<file path="src/rtl/score_ram_writer.sv">
// Write side of the score RAM: read-modify-write of one player's slot per record
// request (best score kept or replaced, play count bumped), plus a full-RAM clear sweep.
module score_ram_writer #(
    parameter int ADDR_W     = 5,
    parameter int DATA_W     = 16,
    parameter int GUEST_ADDR = 8,
    parameter int NUM_SLOTS  = 32
) (
    input  logic              clk,
    input  logic              rst,
    input  logic              start,
    input  logic              clear,
    input  logic              isGuest,
    input  logic [2:0]        intIDin,
    input  logic [3:0]        scoreOnes,
    input  logic [3:0]        scoreTens,
    input  logic [DATA_W-1:0] scoreRAM_Dout,
    output logic              scoreRAM_RW,
    output logic [ADDR_W-1:0] scoreRAM_Addr,
    output logic [DATA_W-1:0] scoreRAM_Din,
    output logic              busy,
    output logic              done,
    output logic              newHigh,
    output logic              error
);

    // state | meaning
    // IDLE  | waiting for start/clear, RAM port parked at addr 0 / data 0
    // RD    | read address of the player's slot presented
    // CMP   | old entry on Dout, new entry computed and registered
    // WR    | new entry written to the slot
    // DONE  | one-cycle completion pulse
    // CLR   | zeroing word cnt_q, one word per cycle
    localparam logic [2:0] S_IDLE = 3'd0;
    localparam logic [2:0] S_RD   = 3'd1;
    localparam logic [2:0] S_CMP  = 3'd2;
    localparam logic [2:0] S_WR   = 3'd3;
    localparam logic [2:0] S_DONE = 3'd4;
    localparam logic [2:0] S_CLR  = 3'd5;

    localparam logic [ADDR_W-1:0] LAST_SLOT  = ADDR_W'(NUM_SLOTS - 1);
    localparam logic [ADDR_W-1:0] GUEST_SLOT = ADDR_W'(GUEST_ADDR);

    logic [2:0]        state_q, state_d;
    logic [ADDR_W-1:0] slot_q, slot_d;
    logic [ADDR_W-1:0] cnt_q, cnt_d;
    logic [3:0]        ones_q, ones_d;
    logic [3:0]        tens_q, tens_d;
    logic [DATA_W-1:0] entry_q, entry_d;
    logic              nh_next_q, nh_next_d;
    logic              newHigh_q, newHigh_d;
    logic              error_q, error_d;

    logic       old_valid;
    logic [6:0] old_count;
    logic [7:0] old_score;
    logic [7:0] new_score;
    logic [6:0] new_count;
    logic       replace;

    assign old_valid = scoreRAM_Dout[15];
    assign old_count = scoreRAM_Dout[14:8];
    assign old_score = scoreRAM_Dout[7:0];
    assign new_score = {tens_q, ones_q};
    // A plain 8-bit compare orders two valid BCD digits correctly.
    assign replace   = !old_valid || (new_score > old_score);

    always_comb begin
        new_count = 7'd1;
        if (old_valid) begin
            new_count = (old_count == 7'd127) ? 7'd127 : old_count + 7'd1;
        end
    end

    always_comb begin
        state_d   = state_q;
        slot_d    = slot_q;
        cnt_d     = cnt_q;
        ones_d    = ones_q;
        tens_d    = tens_q;
        entry_d   = entry_q;
        nh_next_d = nh_next_q;
        newHigh_d = newHigh_q;
        error_d   = 1'b0;
        case (state_q)
            S_IDLE: begin
                if (clear) begin
                    state_d   = S_CLR;
                    cnt_d     = '0;
                    newHigh_d = 1'b0;
                end else if (start) begin
                    if ((scoreOnes > 4'd9) || (scoreTens > 4'd9)) begin
                        error_d = 1'b1;
                    end else begin
                        state_d   = S_RD;
                        slot_d    = isGuest ? GUEST_SLOT : {{(ADDR_W-3){1'b0}}, intIDin};
                        ones_d    = scoreOnes;
                        tens_d    = scoreTens;
                        newHigh_d = 1'b0;
                    end
                end
            end
            S_RD: state_d = S_CMP;
            S_CMP: begin
                entry_d   = {1'b1, new_count, replace ? new_score : old_score};
                nh_next_d = replace;
                state_d   = S_WR;
            end
            S_WR: begin
                newHigh_d = nh_next_q;
                state_d   = S_DONE;
            end
            S_DONE: state_d = S_IDLE;
            S_CLR: begin
                if (cnt_q == LAST_SLOT) begin
                    state_d   = S_DONE;
                    newHigh_d = 1'b0;
                end else begin
                    cnt_d = cnt_q + ADDR_W'(1);
                end
            end
            default: state_d = S_IDLE;
        endcase
    end

    always_ff @(posedge clk) begin
        if (rst) begin
            state_q   <= S_IDLE;
            slot_q    <= '0;
            cnt_q     <= '0;
            ones_q    <= '0;
            tens_q    <= '0;
            entry_q   <= '0;
            nh_next_q <= 1'b0;
            newHigh_q <= 1'b0;
            error_q   <= 1'b0;
        end else begin
            state_q   <= state_d;
            slot_q    <= slot_d;
            cnt_q     <= cnt_d;
            ones_q    <= ones_d;
            tens_q    <= tens_d;
            entry_q   <= entry_d;
            nh_next_q <= nh_next_d;
            newHigh_q <= newHigh_d;
            error_q   <= error_d;
        end
    end

    // Write strobe is gated by rst so an abort never lands one more write.
    always_comb begin
        scoreRAM_RW   = ((state_q == S_WR) || (state_q == S_CLR)) && !rst;
        scoreRAM_Addr = '0;
        scoreRAM_Din  = '0;
        case (state_q)
            S_RD, S_CMP: scoreRAM_Addr = slot_q;
            S_WR: begin
                scoreRAM_Addr = slot_q;
                scoreRAM_Din  = entry_q;
            end
            S_CLR: scoreRAM_Addr = cnt_q;
            default: ;
        endcase
    end

    assign busy    = (state_q != S_IDLE);
    assign done    = (state_q == S_DONE);
    assign newHigh = newHigh_q;
    assign error   = error_q;

endmodule

</file>
<file path="config.mk">
export PLATFORM = sky130hd
export DESIGN_NAME = score_ram_writer
export DESIGN_NICKNAME = d
export VERILOG_FILES = /design/src/rtl/score_ram_writer.sv
export SDC_FILE = /design/constraint.sdc
export NUM_CORES = 1
export LEC_CHECK = 0
export CORE_MARGIN = 3
export CORE_UTILIZATION = 29
export CTS_CLUSTER_DIAMETER = 30
export DETAILED_ROUTE_END_ITERATION = 10
export SLEW_MARGIN = 20
export SYNTH_ARGS = -nofsm -noshare
export SYNTH_HDL_FRONTEND = slang
export SYNTH_SLANG_ARGS = --single-unit
</file>
<file path="constraint.sdc">
create_clock -name clk -period 3 [get_ports clk]
set_input_delay 0.6 -clock clk [delete_from_list [all_inputs] [get_ports clk]]
set_output_delay 0.6 -clock clk [all_outputs]
set_load 0.03 [all_outputs]
</file>
==> results.md, run 1 <==
- RSZ-0062 raised after global routing: false
- DIE AREA: between 8000 and 9000 sq um
- Syn avg cell area: roughly 8.7 sq um
- First-pass GRT wire length: 8290 um
- WL/cell: ~12 um
- Hold path start: entry_q[9]
- Top-count cell post-synth: dfxtp_1
- R2r setup slk: ~1100 ps
- Number of I/O pins: 58
- Initial antenna violation count: 0
- Layout Nets: around 340
- Final period utilization: 0.922
- Ys async rst share: 0
- Gr usage total: 0.121
- Cell chain of the critical path: inv_1 -> nor3_4 -> a22o_1 -> clkdlybuf4s50_1
- Startpoint Class: flip-flop
- Syn nets: 288
- Tightest Pin Transition: 826 ps
- Worst hold path class: flip-flop to flip-flop
- Max clock buf depth: 2
- Pwr dens: between 400 and 500 nW/um^2
- WP data required: between 2000 and 2500 ps
- Buffers and inverters on the worst path: 2
- Routed wire length: between 4000 and 5000 um
- Yosys top cell area share: 0.368
- Final setup vio count: 0
- Outcome: finished clean
- Distinct cells, synth: 37
- Leakage: between 1 and 1.5 nW
- Setup crit end kind: output pin
- First DRT Iteration DRCs: 58
- RePlAce Congestion: approximately 0.86
- Worst reg2reg startpoint: tens_q[3]
- CTS H-Tree Depth: 2
- Clk_skew: 4.15 ps
- Chip width: 91.5 um
- CTS Buf Count: 5
- DRC: 0
- CTS tree: yes
- Initial Util: 0.305
- Post-route minimum period: 2770 ps
- Most area-hungry cell type in the Yosys netlist: dfxtp_1
- Max stage delay on crit path: approximately 670 ps
- Hold Path Stages: 2
- Delay-heaviest family, CP: buffers and inverters
- Top_reg_cell synth: dfxtp_1
- Clock sink count: 39
- Clock root buffer: clkbuf_8
- RR Endpoint: entry_q[6]
- Vias in the first global route: about 1800
- Rows: 30
- Vias/cell: roughly 4.6
- DRT Pass-1 Iters: 4
- CTS clock-pin slew for the worst setup and hold paths: 80 ps
- Top cells by area, synth: dfxtp_1, mux2i_1, ha_1
- Hold Path Sink: entry_q[9]
- Core ar.: roughly 6900 sq um
- # diodes: 0
- VDD IR max: about 0.15 mV
- Seq/Total Area, Yosys: 0.368
- Layout cells sized above 1: 0.0669
- Final Max Slew Viols: 0
- Final HPWL DP: between 3000 and 4000 um
- Ys Warns: 0
- WHS: around 450 ps
- Total negative slack: 0 ps
- Largest net degree at the start of global routing: 38
- Syn Inst Count: about 250
- WP data arrival: between 2000 and 2500 ps
- Gr ovfl total: 0
- FF+latch count, synth: 39
- Setup repair bufs after CTS: 0
- Mapped cell area: 2120 sq um
- Post-synth EDFFs: 0
- Commonest cells in the netlist: dfxtp_1, nor2_1, and2_1
- CP max stage cell: clkdlybuf4s50_1
- I/O Buffers: between 50 and 60
- Reg2reg path depth: 7
- MaxCap Viol Count: 0
- CP max FO: 9
- Crit path kind: flip-flop to output pin
- Antenna-violating nets left: 0
- Detailed-route via count: between 1500 and 2000
- Die height: 91.5 um
- Final Hold Fails: 0
- Slew headroom: 0.449
- F_max: 362 MHz
- Crit path from: state_q[0]
- P&R area growth vs syn: 34.7%
- Skew-Pair Late Insertion Delay: approximately 290 ps
## layer usage
metal / track usage / wire length [um] / vias to the layer above
met2: 0.189 / 2160 / 47
met5: 0 / 0 / -
li1: - / - / 959
met4: 0.0465 / 74 / 0
met3: 0.0381 / 273 / 7
met1: 0.156 / 2390 / 816
## worst max-delay path by stage
| stage | endpoint | cells past startpoint | slack (ps) |
|---|---|---|---|
| floorplan | scoreRAM_RW | 6 | 900 |
| global placement | entry_q[6] | 10 | 300 |
| detailed placement | entry_q[5] | 10 | 250 |
| CTS | scoreRAM_Addr[1] | 4 | 60 |
| global route | scoreRAM_Addr[0] | 4 | 70 |
| finish | scoreRAM_Addr[1] | 4 | 230 |
## per-stage QoR
| stage | utilization | setup slack (ps) | instances | total power (W) | cell area (sq um) |
|---|---|---|---|---|---|
| detailed placement | 0.394 | 249 | 387 | 0.000963 | 2730 |
| global placement | 0.394 | 303 | 387 | 0.000959 | 2730 |
| CTS | 0.410 | 64.1 | 395 | 0.00141 | 2850 |
| global route | 0.411 | 68.2 | 395 | 0.00148 | 2850 |
| finish | 0.411 | 235 | 395 | 0.00140 | 2850 |
| floorplan | - | 901 | 245 | 0.000855 | 2120 |
## logic make-up (layout without fill, tap and decap cells)
kind of cell / count (synthesis) / after routing / share of synthesized area
AO/OA/AOI/OAI: 48 / 48 / 0.152
XOR/XNOR: 7 / 7 / 0.0289
adder cells (fa/ha/maj): 11 / 11 / 0.0649
buffers and inverters: 26 / 80 / 0.0679
flip-flops: 39 / 39 / 0.368
multiplexers: 17 / 17 / 0.0803
AND/OR/NAND/NOR: 97 / 97 / 0.238
## cell type report
class | instances | area [sq um]
clock inverter | 3 | 43.8
tap | 96 | 120
fill | 714 | 4090
inverter | 12 | 47.5
sequential | 39 | 782
timing repair buffer | 60 | 591
multi-input combinational | 180 | 1200
clock buffer | 5 | 68.8
## report_power, final
group | total [W] | internal [W] | switching (W)
logic | 0.000347 | 0.000152 | 0.000194
clock network | 0.000442 | 0.000248 | 0.000194
registers | 0.000607 | 0.000566 | 0.0000408
## what timing repair did
| action | in CTS | in global routing |
|---|---|---|
| endpoints found under the hold margin | 0 | 0 |
| gates resized for setup | 0 | 2 |
| hold buffers | 0 | 0 |
| endpoints found under the setup margin | 0 | 5 |
## worst min-delay path, stage by stage (launching register included)
cell and delay, ps:
dfxtp_1 310, nand2_1 50, a21oi_1 50
## state kept, by name, summed over array words and instances, names as in the netlist
register   count
entry_q       16
cnt_q          5
ones_q         4
slot_q         4
tens_q         4
state_q        3
error          1
newHigh        1
nh_next_q      1
## cell usage in the layout (no fill, tap or decap), types with 4 or more instances in the layout
master           instances
clkdlybuf4s50_1         56
ha_1                    11
a21oi_1                 17
o211ai_1                 6
dfxtp_1                 38
nand3_1                  6
clkbuf_8                 5
and2_1                  19
nor2_1                  33
nor3_1                   4
mux2i_1                 17
nand2_1                 16
xor2_1                   4
a22o_1                   4
a211oi_1                10
inv_1                   10
and3_1                   6
buf_4                    4
(Power assumes the default switching activity.)
==> run 2: changes to the inputs <==
--- a/config.mk
+++ b/config.mk
@@ -5,6 +5,7 @@
 export SDC_FILE = /design/constraint.sdc
 export NUM_CORES = 1
 export LEC_CHECK = 0
+export ABC_AREA = 1
 export CORE_MARGIN = 3
 export CORE_UTILIZATION = 29
 export CTS_CLUSTER_DIAMETER = 30
==> run 2 against run 1 <==
  * Critical endpoint is now scoreRAM_Din[7]
  * Worst setup slack got worse by 40 ps
  * Global-route usage up 1.4 points
  * Via count grew 16%
  * Flip-flop and latch count unchanged
  * First-iteration DRC count grew 16%
  * Clock power up 2%
  * Critical path depth fell by 1
  * Largest cell class unchanged
  * Clock skew is 2.0 ps lower
  * Die area up 3.8%
  * Synthesized cell count increased by 31%
==> results.md, run 2 <==
- Post-CTS Hold Fix Bufs: 0
- WP data arrival: approximately 2200 ps
- Setup crit end kind: output pin
- Routed wire length: roughly 5700 um
- First DRT Iteration DRCs: 67
- Outcome: finished clean
- Max clock buf depth: 2
- Final HPWL DP: around 4400 um
- VDD IR max: around 0.2 mV
- Syn Inst Count: 322
- Placed cell area: 2860 sq um
- Top cells by area, synth: dfxtp_1, nand2_1, inv_1
- Top_reg_cell synth: dfxtp_1
- Syn avg cell area: around 6.8 sq um
- Yosys top cell area share: 0.354
- DRT Pass-1 Iters: 4
- CTS H-Tree Depth: 2
- Clock root buffer: clkbuf_8
- Gr ovfl total: 0
- WP data required: ~2400 ps
- Largest regs: entry_q: 16 flops, cnt_q: 5 flops
- WHS: about 470 ps
- Mapped cell area: between 2000 and 2500 sq um
- CP max FO: 17
- Ys async rst share: 0
- Syn nets: approximately 370
- Final period utilization: 0.935
- Clk_skew: 2.16 ps
- Seq/Total Area, Yosys: 0.354
- CTS clock-pin slew for the worst setup and hold paths: about 80 ps
- Commonest cells in the netlist: nand2_1, inv_1, nor2_1
- Layout cells sized above 1: 0.0844
- Most area-hungry cell type in the Yosys netlist: dfxtp_1
- Layout Nets: approximately 420
- P&R area growth vs syn: 34.9%
- WL/cell: around 12 um
- Total negative slack: 0 ps
- I/O Buffers: between 50 and 60
- MaxCap Viol Count: 0
- Vias/cell: approximately 4.4
- Post-CTS resize count: 0
- Skew-Pair Late Insertion Delay: around 280 ps
- Setup repair bufs after CTS: 0
- Initial antenna violation count: 0
- CTS Buf Count: 5
- Clock sink count: 39
- Post-synth EDFFs: 0
- DIE AREA: ~8700 sq um
- Total Power: about 0.0014 W
- # fillers: ~770
- Number of I/O pins: 58
- F_max: 356 MHz
- Max FFs per register: 16
- Top-count cell post-synth: nand2_1
- Chip width: 93.2 um
- Worst hold path class: flip-flop to flip-flop
- DRC: 0
- Final Max Slew Viols: 0
- Post-route minimum period: about 2800 ps
- Pwr dens: ~480 nW/um^2
- CTS tree: yes
- Vias in the first global route: ~2000
- Initial Util: 0.301
- First-pass GRT wire length: approximately 9400 um
- RePlAce Congestion: approximately 0.84
- Pre-CTS WS: 436 ps
- Crit path kind: flip-flop to output pin
- Most frequent cells in the layout: nand2_1, clkdlybuf4s50_1, inv_1
- Distinct cells, synth: 34
- Final setup vio count: 0
- Core ar.: ~7300 sq um
- Ys Warns: 0
- FF+latch count, synth: 39
- Die height: between 90 and 100 um
- Gr usage total: 0.135
- Tightest Pin Transition: 441 ps
- Leakage: approximately 1.2 nW
- RSZ-0062 raised after global routing: false
- # diodes: 0
- Slew headroom: 0.705
- Top reg by flops: entry_q
- Startpoint Class: flip-flop
- Detailed-route via count: around 2100
- Final Hold Fails: 0
- Rows: 31
- Final instance area: 2970 sq um
- Antenna-violating nets left: 0
- Worst setup margin: ~200 ps
- Largest net degree at the start of global routing: 18
[run 2: final timing paths]
kind,cells past startpoint,end,slack (ps),from
setup reg to reg,10,entry_q[5],1230,tens_q[3]
hold reg to reg,2,entry_q[11],470,entry_q[11]
setup / recovery,3,scoreRAM_Din[7],190,state_q[0]
hold / removal,2,entry_q[11],470,entry_q[11]
[run 2: cell families (layout without fill, tap and decap cells)]
group	count (synthesis)	after routing	synth area share
and+or+nand+nor	144	144	0.309
buffers and inverters	70	127	0.127
AOI/OAI and AO/OA	57	57	0.143
DFF	39	39	0.354
adders and majority gates	11	11	0.0624
xor gates and xnor gates	1	1	0.00397
[run 2: per-layer routing]
metal,vias to the layer above,global-route usage,part of all wire
met3,2,0.0306,0.034
met2,43,0.221,0.47
li1,1126,-,-
met4,0,0.0391,0.0077
met5,-,0,0
met1,944,0.178,0.49
[run 2: through the flow]
stage / instances / util
2_1_floorplan: 322 / -
3_3_place_gp: 470 / 0.390
3_5_place_dp: 470 / 0.390
4_1_cts: 478 / 0.406
5_1_grt: 478 / 0.406
6_report: 478 / 0.406
[run 2: critical path, cell delays in order (launching register included)]
cell,delay (ps)
dfxtp_1,510
nand3_2,380
nor2_1,300
clkdlybuf4s50_1,720
[run 2: power breakdown]
part	switching [W]	leakage [nW]	internal, W
combinational	0.000220	0.853	0.000144
clock	0.000183	0.0612	0.000269
sequential	0.0000347	0.317	0.000566
[run 2: cell type report]
cell class	count	area (sq um)	area share
repair buffers	59	583	0.196
clock buffers	6	82.6	0.0278
flip-flops and latches	39	781	0.263
multi-input cells	213	1140	0.385
clock inverters	2	35.0	0.0118
well taps	99	124	0.0416
inverters	60	225	0.0757
